===== src/rtl/sd_card_pkg.sv =====
// Shared definitions for the SD sector arbiter: engine control/status codes,
// arbiter FSM states and sector geometry.
package sd_card_pkg;

  typedef enum logic [7:0] {
    CTRL_NOP   = 8'd0,
    CTRL_READ  = 8'd1,
    CTRL_WRITE = 8'd2
  } sd_ctrl_e;

  localparam logic [7:0] SD_STATUS_DONE = 8'h01;

  localparam int SECTOR_BYTES_DEFAULT = 512;
  localparam int BYTE_CNT_W           = 10;
  localparam int BYTE_IDX_W           = 9;

  typedef enum logic [1:0] {
    ST_IDLE,
    ST_ISSUE,
    ST_XFER,
    ST_COMPLETE
  } arb_state_e;

  // Width of an index into n requesters, never below one bit.
  function automatic int idx_width(input int n);
    return (n > 1) ? $clog2(n) : 1;
  endfunction

endpackage


===== src/rtl/sd_rr_arbiter.sv =====
// Combinational round-robin grant: first asserted request at or after the
// pointer, wrapping, returned both one-hot and as an index.
module sd_rr_arbiter
  import sd_card_pkg::*;
#(
  parameter int N_REQ = 2,
  parameter int IDX_W = idx_width(N_REQ)
) (
  input  logic [N_REQ-1:0] i_req,
  input  logic [IDX_W-1:0] i_ptr,
  output logic [N_REQ-1:0] o_gnt,
  output logic [IDX_W-1:0] o_gnt_idx,
  output logic             o_any
);

  logic [IDX_W-1:0] idx;

  // NOTE: every combinational output gets a default before any branch, so no latches are inferred.
  always_comb begin
    o_gnt     = '0;
    o_gnt_idx = '0;
    o_any     = 1'b0;
    idx       = '0;
    for (int off = 0; off < N_REQ; off++) begin
      idx = IDX_W'((int'(i_ptr) + off) % N_REQ);
      if (!o_any && i_req[idx]) begin
        o_any      = 1'b1;
        o_gnt[idx] = 1'b1;
        o_gnt_idx  = idx;
      end
    end
  end

endmodule


===== src/rtl/sd_sector_arbiter.sv =====
// Shares one SD block-read engine between N_REQ sector requesters, round-robin.
// Define SD_ARB_TIMEOUT_EN to add a per-transfer watchdog of TIMEOUT_CYC cycles.
module sd_sector_arbiter
  import sd_card_pkg::*;
#(
  parameter int  N_REQ        = 2,
  parameter int  SECTOR_BYTES = SECTOR_BYTES_DEFAULT,
  parameter int  TIMEOUT_CYC  = 2**20,
  localparam int OWN_W        = idx_width(N_REQ)
) (
  input  logic                  i_clk,
  input  logic                  i_rst,
  input  logic [N_REQ-1:0]      i_req_valid,
  input  logic [32*N_REQ-1:0]   i_req_sector,
  output logic [N_REQ-1:0]      o_req_ready,
  output logic [N_REQ-1:0]      o_req_done,
  output logic [N_REQ-1:0]      o_req_err,
  output logic [7:0]            o_sd_controlreg,
  output logic [31:0]           o_sd_addr,
  input  logic [7:0]            i_sd_statusreg,
  input  logic                  i_sd_write_status,
  input  logic [7:0]            i_sd_data,
  input  logic                  i_sd_wr_nrd,
  output logic [7:0]            o_byte_data,
  output logic [BYTE_IDX_W-1:0] o_byte_idx,
  output logic                  o_byte_valid,
  output logic [OWN_W-1:0]      o_byte_owner,
  output logic                  o_busy
);

  if (N_REQ < 2 || N_REQ > 4) begin : g_bad_n_req
    $error("sd_sector_arbiter: N_REQ must be 2..4");
  end
  if (SECTOR_BYTES < 1 || SECTOR_BYTES > 512) begin : g_bad_sector_bytes
    $error("sd_sector_arbiter: SECTOR_BYTES must be 1..512");
  end
  if (TIMEOUT_CYC < 1) begin : g_bad_timeout
    $error("sd_sector_arbiter: TIMEOUT_CYC must be positive");
  end

  localparam logic [BYTE_CNT_W-1:0] CNT_FULL = BYTE_CNT_W'(SECTOR_BYTES);
  localparam logic [BYTE_CNT_W-1:0] CNT_SAT  = BYTE_CNT_W'(SECTOR_BYTES + 1);

  arb_state_e            state_q, state_d;
  logic [OWN_W-1:0]      ptr_q, ptr_d;
  logic [OWN_W-1:0]      owner_q, owner_d;
  logic [31:0]           sector_q, sector_d;
  logic [BYTE_CNT_W-1:0] cnt_q, cnt_d;
  logic                  overrun_q, overrun_d;
  logic                  st_err_q, st_err_d;
  logic [N_REQ-1:0]      ready_q, ready_d;
  logic                  byte_valid_q, byte_valid_d;
  logic [7:0]            byte_data_q, byte_data_d;
  logic [BYTE_IDX_W-1:0] byte_idx_q, byte_idx_d;
  logic [OWN_W-1:0]      byte_owner_q, byte_owner_d;

  logic [N_REQ-1:0]      gnt;
  logic [OWN_W-1:0]      gnt_idx;
  logic                  gnt_any;
  logic [31:0]           gnt_sector;
  logic                  active;
  logic                  timeout_hit;
  logic                  xfer_err;

  sd_rr_arbiter #(
    .N_REQ (N_REQ),
    .IDX_W (OWN_W)
  ) u_rr (
    .i_req     (i_req_valid),
    .i_ptr     (ptr_q),
    .o_gnt     (gnt),
    .o_gnt_idx (gnt_idx),
    .o_any     (gnt_any)
  );

  always_comb begin
    gnt_sector = '0;
    for (int k = 0; k < N_REQ; k++) begin
      if (gnt_idx == OWN_W'(k)) gnt_sector = i_req_sector[32*k +: 32];
    end
  end

  assign active = (state_q == ST_ISSUE) || (state_q == ST_XFER);

`ifdef SD_ARB_TIMEOUT_EN
  localparam int WD_W = $clog2(TIMEOUT_CYC + 1);

  logic [WD_W-1:0] wd_q, wd_d;

  // Restarts from zero on every grant because the count only runs while active.
  always_comb begin
    wd_d = '0;
    if (active) wd_d = wd_q + 1'b1;
  end

  assign timeout_hit = active && (wd_q == WD_W'(TIMEOUT_CYC - 1));

  always_ff @(posedge i_clk) begin
    if (i_rst) wd_q <= '0;
    else       wd_q <= wd_d;
  end
`else
  assign timeout_hit = 1'b0;
`endif

  always_comb begin
    state_d      = state_q;
    ptr_d        = ptr_q;
    owner_d      = owner_q;
    sector_d     = sector_q;
    cnt_d        = cnt_q;
    overrun_d    = overrun_q;
    st_err_d     = st_err_q;
    ready_d      = '0;
    byte_valid_d = 1'b0;
    byte_data_d  = byte_data_q;
    byte_idx_d   = byte_idx_q;
    byte_owner_d = byte_owner_q;

    // Bytes are counted before a same-cycle status strobe is judged in COMPLETE.
    if (active && i_sd_wr_nrd) begin
      if (cnt_q < CNT_FULL) begin
        byte_valid_d = 1'b1;
        byte_data_d  = i_sd_data;
        byte_idx_d   = cnt_q[BYTE_IDX_W-1:0];
        byte_owner_d = owner_q;
      end else begin
        overrun_d = 1'b1;
      end
      if (cnt_q != CNT_SAT) cnt_d = cnt_q + 1'b1;
    end

    unique case (state_q)
      ST_IDLE: begin
        if (gnt_any) begin
          state_d   = ST_ISSUE;
          owner_d   = gnt_idx;
          sector_d  = gnt_sector;
          ready_d   = gnt;
          ptr_d     = (gnt_idx == OWN_W'(N_REQ - 1)) ? '0 : gnt_idx + 1'b1;
          cnt_d     = '0;
          overrun_d = 1'b0;
          st_err_d  = 1'b0;
        end
      end
      ST_ISSUE: begin
        // A status with no data means the engine aborted the read.
        if (i_sd_write_status) begin
          state_d  = ST_COMPLETE;
          st_err_d = 1'b1;
        end else if (i_sd_wr_nrd) begin
          state_d = ST_XFER;
        end
      end
      ST_XFER: begin
        if (i_sd_write_status) begin
          state_d  = ST_COMPLETE;
          st_err_d = (i_sd_statusreg != SD_STATUS_DONE);
        end
      end
      ST_COMPLETE: begin
        cnt_d   = '0;
        state_d = ST_IDLE;
      end
      default: state_d = ST_IDLE;
    endcase

    if (timeout_hit) begin
      state_d  = ST_COMPLETE;
      st_err_d = 1'b1;
    end
  end

  // NOTE: sequential state uses non-blocking assignments so every flop samples pre-edge values.
  always_ff @(posedge i_clk) begin
    if (i_rst) begin
      state_q      <= ST_IDLE;
      ptr_q        <= '0;
      owner_q      <= '0;
      sector_q     <= '0;
      cnt_q        <= '0;
      overrun_q    <= 1'b0;
      st_err_q     <= 1'b0;
      ready_q      <= '0;
      byte_valid_q <= 1'b0;
      byte_data_q  <= '0;
      byte_idx_q   <= '0;
      byte_owner_q <= '0;
    end else begin
      state_q      <= state_d;
      ptr_q        <= ptr_d;
      owner_q      <= owner_d;
      sector_q     <= sector_d;
      cnt_q        <= cnt_d;
      overrun_q    <= overrun_d;
      st_err_q     <= st_err_d;
      ready_q      <= ready_d;
      byte_valid_q <= byte_valid_d;
      byte_data_q  <= byte_data_d;
      byte_idx_q   <= byte_idx_d;
      byte_owner_q <= byte_owner_d;
    end
  end

  assign xfer_err = st_err_q || overrun_q || (cnt_q != CNT_FULL);

  always_comb begin
    o_req_done = '0;
    if (state_q == ST_COMPLETE) o_req_done[owner_q] = 1'b1;
  end

  assign o_req_err       = xfer_err ? o_req_done : '0;
  assign o_req_ready     = ready_q;
  assign o_sd_controlreg = (state_q == ST_ISSUE) ? CTRL_READ : CTRL_NOP;
  assign o_sd_addr       = sector_q;
  assign o_busy          = (state_q != ST_IDLE);
  assign o_byte_data     = byte_data_q;
  assign o_byte_idx      = byte_idx_q;
  assign o_byte_valid    = byte_valid_q;
  assign o_byte_owner    = byte_owner_q;

endmodule


===== config.mk =====
export PLATFORM = sky130hd
export DESIGN_NAME = sd_sector_arbiter
export DESIGN_NICKNAME = d
export VERILOG_FILES = /design/src/rtl/sd_card_pkg.sv /design/src/rtl/sd_rr_arbiter.sv /design/src/rtl/sd_sector_arbiter.sv
export SDC_FILE = /design/constraint.sdc
export NUM_CORES = 1
export LEC_CHECK = 0
export CAP_MARGIN = 15
export CORE_UTILIZATION = 45
export DETAILED_ROUTE_END_ITERATION = 12
export HOLD_SLACK_MARGIN = 0.12
export PLACE_DENSITY = 0.91
export SETUP_SLACK_MARGIN = 0.4
export SLEW_MARGIN = 20
export SYNTH_ARGS = -nofsm -noshare
export SYNTH_HDL_FRONTEND = slang
export SYNTH_SLANG_ARGS = --single-unit

===== constraint.sdc =====
create_clock -name i_clk -period 3.03 [get_ports i_clk]
set_clock_uncertainty 0.15 [all_clocks]
set_input_delay 0.4545 -clock i_clk [delete_from_list [all_inputs] [get_ports i_clk]]
set_output_delay 0.4545 -clock i_clk [all_outputs]
set_load 0.005 [all_outputs]

==> flow_summary.yaml <==
power:
  peakVddDrop_mv: 0.3930
  power_density_mw_per_mm2: 769.3
  p_total_mw: 3.829
  p_leak_nw: 1.924
timing:
  drv_slew: 0
  fmax_ghz: 0.3944
  worstMarginPinSlew_ps: 712.9
  rsz0062_at_grt: "no"
  finalWorstSetupSlack_ps: 494.4
  hold_viol: 0
  slew_headroom_pct: 52.47
  fin_crit_sh_pct: 83.68
  setup-tns-final_ps: 0
  period_needed_ps: 2536
  finalSetupViolCount: 0
logic_synthesis:
  yosysSeqAreaShare_pct: 42.04
  yosysTopAreaCellShare_pct: 42.04
  syn_area_sq_mm: 0.003286
  synth_area_leaders: "dfxtp_1, a211oi_2, mux2i_1"
  syn_inst: 347
  synth.avg_cell_area_sq_um: 9.469
  synth_edf_count: 0
  ys.flop_type: "dfxtp_1"
  synth_area_leader_cell: "dfxtp_1"
  ys_ff_latch: 69
  synth-async-reset-ratio_pct: 0
  yosys_warnings: 0
  synth.distinct_cells: 44
floorplan:
  die_w_um: 87.45
  die_h_um: 87.45
  core_area_sq_mm: 0.006907
  fp-row-count: 30
  io_pins: 152
  die_area_sq_mm: 0.007648
  start_util_pct: 47.57
outcome:
  status: "finished, final reports clean"
cts:
  cts.sinks: 69
  clock_latency_ps: 330
  hold_buffers: 0
  path_clk_slew_ps: 70
  numCtsBuffers: 9
  cts_buffer_depth: 2
  h-tree-depth: 3
  cts-root-buf: "clkbuf_8"
  cts_tree: "done"
worst_setup_path:
  r2r_end: "o_byte_idx[1]$_SDFFE_PP0P_"
  r2r_start: "state_q[0]$_SDFFE_PP0P_"
  crit_path_end_kind: "primary output"
  worstPathRequired_ps: 2430
  worst-r2r-cell-count: 6
  path_cells: "nor4_2 > and2_1 > a311oi_1 > clkdlybuf4s50_1"
  start_kind: "flip-flop"
  cp.depth: 4
  cpLargestDelayFamily: "buffers and inverters"
  cpMaxStageDelayCell: "clkdlybuf4s50_1"
  worstSetupPathType: "flip-flop to primary output"
  worst-path-buf-inv: 1
  ff2ff_setup_slack_ps: 770
  arrival_ps: 1930
  cpPeakStageDelay_ps: 540
  worst-path-max-fanout: 7
global_routing:
  use_met3_pct: 7.014
  grt.busiest_layer: "met2"
  grt_max_degree: 61
  use_met2_pct: 39.63
  grt_overflow: 0
  antenna_found_initial: 0
  grt_pass1_wl_um: 13430
  groute.usage.overall_pct: 22.80
  grt_pass1_vias: 2904
  grt_use_met1_pct: 25.38
final_layout:
  diodes: 0
  utilization_pct: 72.07
  area.growth.synth_to_final_pct: 51.49
  drive_gt1_share_pct: 11.84
  final_nets: 579
  layout.cells.non_filler: 586
placed_design:
  routabilityCongestion: 0.8643
  dp_cells: 570
  pre_cts_ws_ps: 716.6
  io_buffers: 144
  place_hpwl_um: 6668
routing:
  final_antenna_net_count: 0
  viasPerCell: 5.145
  drc: 0
  wl_per_cell_um: 15.31
  drt_pass1_iterations: 4
  vias: 3015
  drt_wl_total_um: 8971
  initialDrtViolationCount: 75
hold_path:
  hold_end: "o_byte_idx[6]$_SDFFE_PP0P_"
  min_path_cells: 2
  min_from: "o_byte_idx[6]$_SDFFE_PP0P_"
  hold_path_class: "flip-flop to flip-flop"
run:
  max_cap_viol_count: 0
==> worst max-delay path by stage <==
stage                                       start                     endpoint  slack, ps
after floorplan           state_q[0]$_SDFFE_PP0P_  o_byte_data[7]$_SDFFE_PP0P_       1210
after global placement                i_sd_wr_nrd  o_byte_data[1]$_SDFFE_PP0P_        800
after detailed placement              i_sd_wr_nrd   o_byte_idx[1]$_SDFFE_PP0P_        720
after CTS                     cnt_q[9]$_SDFF_PP0_                 o_req_err[1]        450
after global routing          cnt_q[2]$_SDFF_PP0_                 o_req_err[0]        430
final                         cnt_q[2]$_SDFF_PP0_                 o_req_err[0]        490
==> through the flow <==
step	hold WS, ps	instance area (sq um)
after global placement	291.9	4738
final	304.1	4977
after detailed placement	296.2	4738
after CTS	306.5	4965
after floorplan	300.4	3308
after global routing	328.3	4977
==> synth_stat cells (2+ instances only) <==
cell type	number
nor4_1	2
nor3_1	3
xnor2_1	3
o21ai_0	2
buf_4	7
nor4b_1	2
nor2_2	2
nand2_1	40
nand4_1	2
buf_2	11
and2_1	2
o21bai_1	2
a311oi_1	2
a21oi_1	23
clkbuf_1	6
inv_1	8
xor2_1	4
nand2b_1	3
a31oi_1	3
a211oi_1	6
a211oi_2	29
ha_1	8
dfxtp_1	69
nand3_1	5
nor2_1	48
mux2i_1	33
and4_1	2
buf_12	3
o21ba_2	2
==> flip-flops by register name, summed over array words and instances (netlist names) <==
signal / flops
o_byte_owner: 1
o_sd_addr: 32
o_byte_data: 8
state_q: 2
cnt_q: 10
st_err_q: 1
ptr_q: 1
o_byte_idx: 9
owner_q: 1
o_req_ready: 2
overrun_q: 1
o_byte_valid: 1
==> worst reg2reg max path, stage by stage (launching register included) <==
cell and delay (ps):
dfxtp_1 440, inv_1 100, ha_1 390, and2_1 240, nand2b_1 530, nand2_1 150
a21oi_1 180
==> final cells by class <==
| type | instances | area (sq um) |
|---|---|---|
| inverter | 9 | 33.78 |
| sequential | 69 | 1381 |
| clock inverter | 3 | 67.56 |
| multi-input combinational | 247 | 1717 |
| clock buffer | 13 | 158.9 |
| fill | 510 | 1929 |
| tap | 96 | 120.1 |
| timing repair buffer | 149 | 1499 |
==> power by group <==
group          total, mW  switching, mW  internal, mW
sequential          1.30          0.156          1.14
combinational       1.68          0.821         0.860
clock              0.850          0.340         0.510
==> cell families after synthesis <==
kind of cell | synth area share, %
adder cells (fa/ha/maj) | 3.047
AO/OA/AOI/OAI | 20.34
multiplexers | 10.05
other | 0.1141
AND/OR/NAND/NOR | 15.61
flip-flops | 42.04
buffers and inverters | 6.930
XOR/XNOR | 1.866
==> what timing repair did <==
item	in CTS	in global routing
setup buffers	0	0
hold endpoints to repair	0	0
resized for setup	0	2
endpoints found under the setup margin	0	2
==> routing by layer <==
layer | vias up | part of all wire [%]
met5 | - | 0
met4 | 0 | 1.9
met3 | 18 | 8.6
met2 | 130 | 50
met1 | 1398 | 39
li1 | 1469 | -
==> placed cells by master (no fill, tap or decap), drive strengths merged, types with 2 or more instances in the layout <==
master,n
o21ba,2
dfxtp,69
nand4,2
nor4,2
buf,6
xnor2,3
bufinv,2
a211oi,35
o21bai,2
a31oi,3
nand2b,3
ha,8
o21ai,3
mux2i,33
nor3,3
and2,2
a311oi,2
nor4b,2
and4,2
inv,9
clkbuf,13
nand3,5
conb,7
nor2,50
a21oi,23
clkdlybuf4s50,143
xor2,4
nand2,40
No activity file was read; power rests on OpenSTA's default activity.
